**config.mk**
```make
export PLATFORM = sky130hd
export DESIGN_NAME = int8_multiplier
export DESIGN_NICKNAME = d
export VERILOG_FILES = /design/src/rtl/int8_mul_pkg.sv /design/src/rtl/int8_mul_array.sv /design/src/rtl/int8_multiplier.sv
export SDC_FILE = /design/constraint.sdc
export NUM_CORES = 1
export LEC_CHECK = 0
export CORE_MARGIN = 5
export CORE_UTILIZATION = 45
export CTS_BUF_LIST = sky130_fd_sc_hd__clkbuf_8
export CTS_CLUSTER_DIAMETER = 120
export DETAILED_ROUTE_END_ITERATION = 8
export PLACE_DENSITY = 0.83
export SLEW_MARGIN = 20
export SYNTH_ARGS = -nofsm -noshare
export SYNTH_HDL_FRONTEND = slang
export SYNTH_HIERARCHICAL = 1
export SYNTH_SLANG_ARGS = --single-unit
export TNS_END_PERCENT = 10
```
**constraint.sdc**
```tcl
create_clock -name clk -period 16.2 [get_ports clk]
set_input_delay 3.24 -clock clk [delete_from_list [all_inputs] [get_ports clk]]
set_output_delay 3.24 -clock clk [all_outputs]
set_load 0.05 [all_outputs]
```
**src/rtl/int8_mul_pkg.sv**
```systemverilog
// Shared widths, types and the ripple-carry helper used by the 8x8 array multiplier.
package int8_mul_pkg;

    localparam int OPW   = 8;
    localparam int PRODW = 16;

    typedef logic [OPW-1:0]   operand_t;
    typedef logic [PRODW-1:0] product_t;

    // One adder row: a bit-serial carry chain across the full product width.
    function automatic product_t rca_add(input product_t x, input product_t z);
        product_t s;
        logic     c;
        s = '0;
        c = 1'b0;
        for (int k = 0; k < PRODW; k++) begin
            s[k] = x[k] ^ z[k] ^ c;
            c    = (x[k] & z[k]) | (c & (x[k] ^ z[k]));
        end
        return s;
    endfunction

endpackage

```
**src/rtl/int8_mul_array.sv**
```systemverilog
// Purely combinational unsigned 8x8 array multiplier: AND plane plus seven ripple-carry rows.
module int8_mul_array
    import int8_mul_pkg::*;
(
    input  operand_t a_i,
    input  operand_t b_i,
    output product_t p_o
);

    // Partial product i is a gated by b[i], shifted left by i, folded into the running sum.
    always_comb begin
        product_t acc_s;
        product_t pp_s;
        acc_s = {8'h00, a_i & {OPW{b_i[0]}}};
        pp_s  = '0;
        for (int i = 1; i < OPW; i++) begin
            pp_s  = {8'h00, a_i & {OPW{b_i[i]}}} << i;
            acc_s = rca_add(acc_s, pp_s);
        end
        p_o = acc_s;
    end

endmodule

```
**src/rtl/int8_multiplier.sv**
```systemverilog
// Unsigned 8x8 multiplier: combinational low byte/overflow plus a one-cycle registered capture path.
module int8_multiplier
    import int8_mul_pkg::*;
(
    input  logic              clk,
    input  logic              rst_n,
    input  logic [OPW-1:0]    a,
    input  logic [OPW-1:0]    b,
    output logic [OPW-1:0]    y,
    output logic              ovf,
    input  logic              in_valid,
    output logic [PRODW-1:0]  p_q,
    output logic              ovf_q,
    output logic              out_valid
);

    product_t   prod_s;
    product_t   p_d;
    logic       ovf_d;
    logic       valid_d;

    int8_mul_array u_array (
        .a_i (a),
        .b_i (b),
        .p_o (prod_s)
    );

    assign y   = prod_s[OPW-1:0];
    assign ovf = |prod_s[PRODW-1:OPW];

    // Capture on request; otherwise hold the product and drop the valid pulse.
    always_comb begin
        p_d     = p_q;
        ovf_d   = ovf_q;
        valid_d = 1'b0;
        if (in_valid) begin
            p_d     = prod_s;
            ovf_d   = ovf;
            valid_d = 1'b1;
        end else begin
            valid_d = 1'b0;
        end
    end

    // Output registers with asynchronous clear.
    always_ff @(posedge clk or negedge rst_n) begin
        if (!rst_n) begin
            p_q       <= 16'h0000;
            ovf_q     <= 1'b0;
            out_valid <= 1'b0;
        end else begin
            p_q       <= p_d;
            ovf_q     <= ovf_d;
            out_valid <= valid_d;
        end
    end

endmodule

```
==> results.yml <==
floorplanning:
  initial_core_util_pct: 46.9
  std_cell_rows: 25
  die_area_um2: 6470
  die_h_um: 80.4
  fp.dieW_um: 80.4
  core-area_um2: 4750
  io_pins: 46
logic_synthesis:
  synth_area_per_cell_um2: 12.0
  synth_cell_type_count: 13
  syn_nets: 261
  netlist_area_um2: 2230
  synth_adder_area_share_pct: 47.6
  yosys.area.top_type: "fa_1"
  ys_seq_area_share_pct: 20.2
  synth-simple-area-share_pct: 16.9
  synthMuxAreaShare_pct: 9.42
  synth_top_area_share_pct: 43.1
  synth_compound_area_share_pct: 0.280
  synthXorXnorAreaFrac_pct: 0
  synth_top_family_by_area: "adder cells"
  syn_inst: 186
  synthTopCellsByArea: "fa_1, dfrtp_1, and2_1"
  ys.warnings.count: 6
  synth_seq_cells: 18
cts:
  clock_path_buffers: 2
  clk_latency_ns: 0.26
  cts.sinks: 18
  htreeDepth: 1
  root_buffer: "clkbuf_8"
  cts_made_buffers: 3
  cts_tree: "yes"
  hold_buffers: 0
  clk_pin_slew_ns: 0.06
setup_path:
  r2r.worst_path.cells: 1
  cp-startpoint: "b[1]"
  crit_arrival_ns: 12.71
  crit_required_ns: 12.96
  reg2reg_setup_slack_ns: 15.43
  max_stage_delay_ns: 0.60
  r2r-end: "p_q[10]"
  path_common_cell: "fa_2"
  cp_slowest_cell: "fa_2"
  endpoint_kind: "primary output"
  crit_type: "in -> out"
  reg2reg_from: "p_q[10]"
  cp_max_fo: 8
  cp.depth: 29
  start_kind: "input pin"
  path_buf_inv: 6
  cp_top_family: "adder cells"
sta:
  setup_viol: 0
  clock_skew_ns: 0
  slew_violations: 0
  finalHoldViolCount: 0
  finalSetupTns_ns: 0
  maxSlewHeadroom_pct: 37.3
  worstMarginPinSlew_ns: 0.937
  fmax_ghz: 0.0627
  post-route-period-util_pct: 98.4
  whs_ns: 0.505
  fin_crit_ns: 15.95
layout:
  layout-drive-gt1-share_pct: 34.3
  final_nets: 324
  num_antenna_cells: 0
  n_fill_cell: 361
  final_common_cell: "and2_1"
  fin_cells: 315
  final_cell_mix: "and2_1, clkdlybuf4s50_1, fa_2"
  area_delta_synth_final_pct: 35.1
run_status:
  status: "finished clean"
detailed_routing:
  drt_first_pass_iters: 4
  remaining_drc_errors: 0
  drtAntennaViolNets: 0
  wl_per_cell_um: 14.4
  top_layer_used: "met4"
  num_vias: 1517
  drt-met1-wl_mm: 1.81
  drt-initial-drc-count: 72
  viasPerCell: 4.82
  met3_length_um: 148
  drt_wl_total_mm: 4.54
  wl_met2_mm: 2.52
hold_path:
  whs_endpoint: "p_q[4]"
  hp-class: "reg -> reg"
  min-delay-start: "p_q[4]"
  hold_depth: 1
global_routing:
  grt_max_degree: 20
  grt_usage_pct: 15.4
  grt_pass1_vias: 1761
  grt_pass1_wl_mm: 7.85
  antenna_found_initial: 0
  gr-total-overflow: 0
placement:
  hpwl_mm: 3.34
  port_buffers: 45
  placed_cells: 302
  place.gp.congestion: 0.783
flow_run:
  maxCapViolCount: 0
## how the worst max path moves through the flow
stage	slack [ns]	endpoint
after floorplan	0.04	ovf
after global placement	-0.69	ovf
after detailed placement	-0.86	ovf
after CTS	0.03	ovf
after global routing	-0.01	ovf
final	0.25	ovf
## per-stage QoR
step,instance area (um2),setup slack (ns),util [%]
2_1_floorplan,2230,0.0397,-
6_report,3010,0.253,63.4
4_1_cts,2980,0.0290,62.8
5_1_grt,3010,-0.0103,63.4
3_3_place_gp,2780,-0.688,58.4
3_5_place_dp,2780,-0.859,58.4
## registers in the layout, summed over array words and instances (netlist names)
register	count
out_valid	1
p_q	16
ovf_q	1
## final cells by class
| cell class | count | area, um2 | share of cell area (%) |
|---|---|---|---|
| clock buffer | 4 | 55.1 | 1.83 |
| inverter | 25 | 93.8 | 3.11 |
| multi-input combinational | 141 | 1770 | 58.8 |
| sequential | 18 | 450 | 15.0 |
| tap | 67 | 83.8 | 2.78 |
| timing repair buffer | 60 | 557 | 18.5 |
## Yosys cell counts
| library cell | number |
|---|---|
| nor4_1 | 2 |
| dfrtp_1 | 18 |
| buf_6 | 1 |
| nand2_1 | 18 |
| and2_1 | 47 |
| mux2_2 | 8 |
| ha_1 | 8 |
| a31oi_1 | 1 |
| fa_1 | 48 |
| mux2_4 | 8 |
| nor2_1 | 1 |
| buf_12 | 1 |
| inv_1 | 25 |
## logic make-up after synthesis
logic type	Yosys count
flops	18
mux	16
buf+inv	27
simple gates	68
compound gates	1
fa+ha+maj	56
## per-layer routing
layer,vias up,global-route usage (%)
met5,-,0
met4,0,3.55
met3,8,1.12
met2,41,29.6
met1,779,18.5
li1,689,-
## what timing repair did
item,4_1_cts,5_1_grt
pin swaps,17,32
gates resized for setup,39,22
endpoints found under the setup margin,1,1
setup buffers,8,1
Power is not shown: default switching activity piles up to over one toggle a cycle in this logic, so the estimate is an artifact.
==> edit, RTL diff (config.mk and constraints unchanged) <==
Register the inputs `a`, `b` and `in_valid` before use, with the module's reset. The logic sees them one clock later. Comments in the files are not updated.
--- a/src/rtl/int8_multiplier.sv
+++ b/src/rtl/int8_multiplier.sv
@@ -14,14 +14,30 @@
     output logic              out_valid
 );
 
+    logic [OPW-1:0] a_q;
+    logic [OPW-1:0] b_q;
+    logic in_valid_q;
+
+    always_ff @(posedge clk or negedge rst_n) begin
+        if (!rst_n) begin
+            a_q        <= '0;
+            b_q        <= '0;
+            in_valid_q <= '0;
+        end else begin
+            a_q        <= a;
+            b_q        <= b;
+            in_valid_q <= in_valid;
+        end
+    end
+
     product_t   prod_s;
     product_t   p_d;
     logic       ovf_d;
     logic       valid_d;
 
     int8_mul_array u_array (
-        .a_i (a),
-        .b_i (b),
+        .a_i (a_q),
+        .b_i (b_q),
         .p_o (prod_s)
     );
 
@@ -33,7 +49,7 @@
         p_d     = p_q;
         ovf_d   = ovf_q;
         valid_d = 1'b0;
-        if (in_valid) begin
+        if (in_valid_q) begin
             p_d     = prod_s;
             ovf_d   = ovf;
             valid_d = 1'b1;
Behaviour: not the same (Yosys sat finds a counterexample within 4 cycles, from zero or initial values and one cycle with rst_n low).
==> edit against the unedited design <==
Wire length is 0.40% lower; critical path depth is 1 lower; register-to-register slack worse by 9.6 ns; synthesized area is 19% higher; clock skew is 0.0039 ns higher; final cell count is 4.4% higher; synthesized cell count is 9.1% higher; setup slack better by 1.6 ns; sequential cell count is 17 higher; die area is 17% higher; design area is 8.3% higher.
==> edit: results (changes against the unedited design) <==
status: "finished, final reports clean"
avgViaCountPerCell: 4.75  # -1.4%
cts-buffers-inserted: 5  # +2
dpl.hpwl_um: 3540  # +6.0%
slowest_stage: "clkdlybuf4s50_1"
synth-seq-area-share_pct: 33.0  # +13 points
holdCritStartpoint: "p_q[5]"
placed_cell_area_sq_um: 3160  # +14%
skew_ns: 0.00394  # +0.00394 ns
route.met3.wl_um: 194  # +31%
slew_headroom_pct: 40.2  # +2.8 points
grt_max_degree: 36  # +80%
worstSkewPairLatency_ns: 0.29  # +0.03 ns
synth.net_count: 278  # +6.5%
routed_wl_um: 4530  # -0.40%
slowest_delay_ns: 0.71  # +0.11 ns
grt_pass1_wl_um: 8290  # +5.7%
route.met2.wl_um: 2500  # -0.75%
fill_cells: 484  # +34%
cts-resized-gates: 0  # -100%
synth_area_leaders: "fa_1 36%, dfrtp_1 33%, and2_1 11%, mux2_4 4.5%, ha_1 3.8%"
post_cts_buffers: 0  # -8
place_ws_ns: 2.09  # +2.95 ns
synth_commonest_cells: "48 x fa_1, 47 x and2_1, 35 x dfrtp_1, 25 x inv_1, 18 x nand2_1"
ff_latch_area_sq_um: 876  # +94%
grtUsageTotal_pct: 14.4  # -0.97 points
grt_pass1_vias: 1807  # +2.6%
## edit: routing by layer
| layer | vias to the layer above | GRT usage (%) |
|---|---|---|
| met4 | 0 | 6.09 |
| met5 | - | 0 |
| li1 | 717 | - |
| met1 | 805 | 16.8 |
| met2 | 31 | 26.0 |
| met3 | 10 | 2.38 |
## edit: cell type report
class	count	area share [%]
repair buffers	45	13.6
multi-input cells	141	50.7
flip-flops and latches	35	26.8
clock inverters	1	0.115
well taps	75	2.87
inverters	25	2.87
clock buffers	7	2.95
## edit: logic make-up after synthesis
kind of cell               synth area share (%)
buffers and inverters                      4.71
AOI/OAI and AO/OA                         0.236
and+or+nand+nor                            14.2
DFF                                        33.0
adders and majority gates                  39.9
muxes                                      7.91
## edit: power by group
| part | internal (W) | switching (W) |
|---|---|---|
| registers | 0.000111 | 0.0000144 |
| clock network | 0.0000382 | 0.0000310 |
| logic | 0.000220 | 0.000293 |
## edit: final timing paths
check,to,slack [ns],depth (start not counted)
hold reg to reg,p_q[5],0.51,1
max in group asynchronous,b_q[2],12.66,1
hold / removal,p_q[5],0.51,1
min in group asynchronous,a_q[5],3.03,1
setup / recovery,ovf,1.81,28
setup reg to reg,ovf_q,5.83,27
## edit: stage by stage
stage / hold WS [ns] / std cells
after detailed placement: 0.495 / 321
after floorplan: 0.374 / 203
after global placement: 0.489 / 321
final: 0.508 / 329
after global routing: 0.539 / 329
after CTS: 0.511 / 329
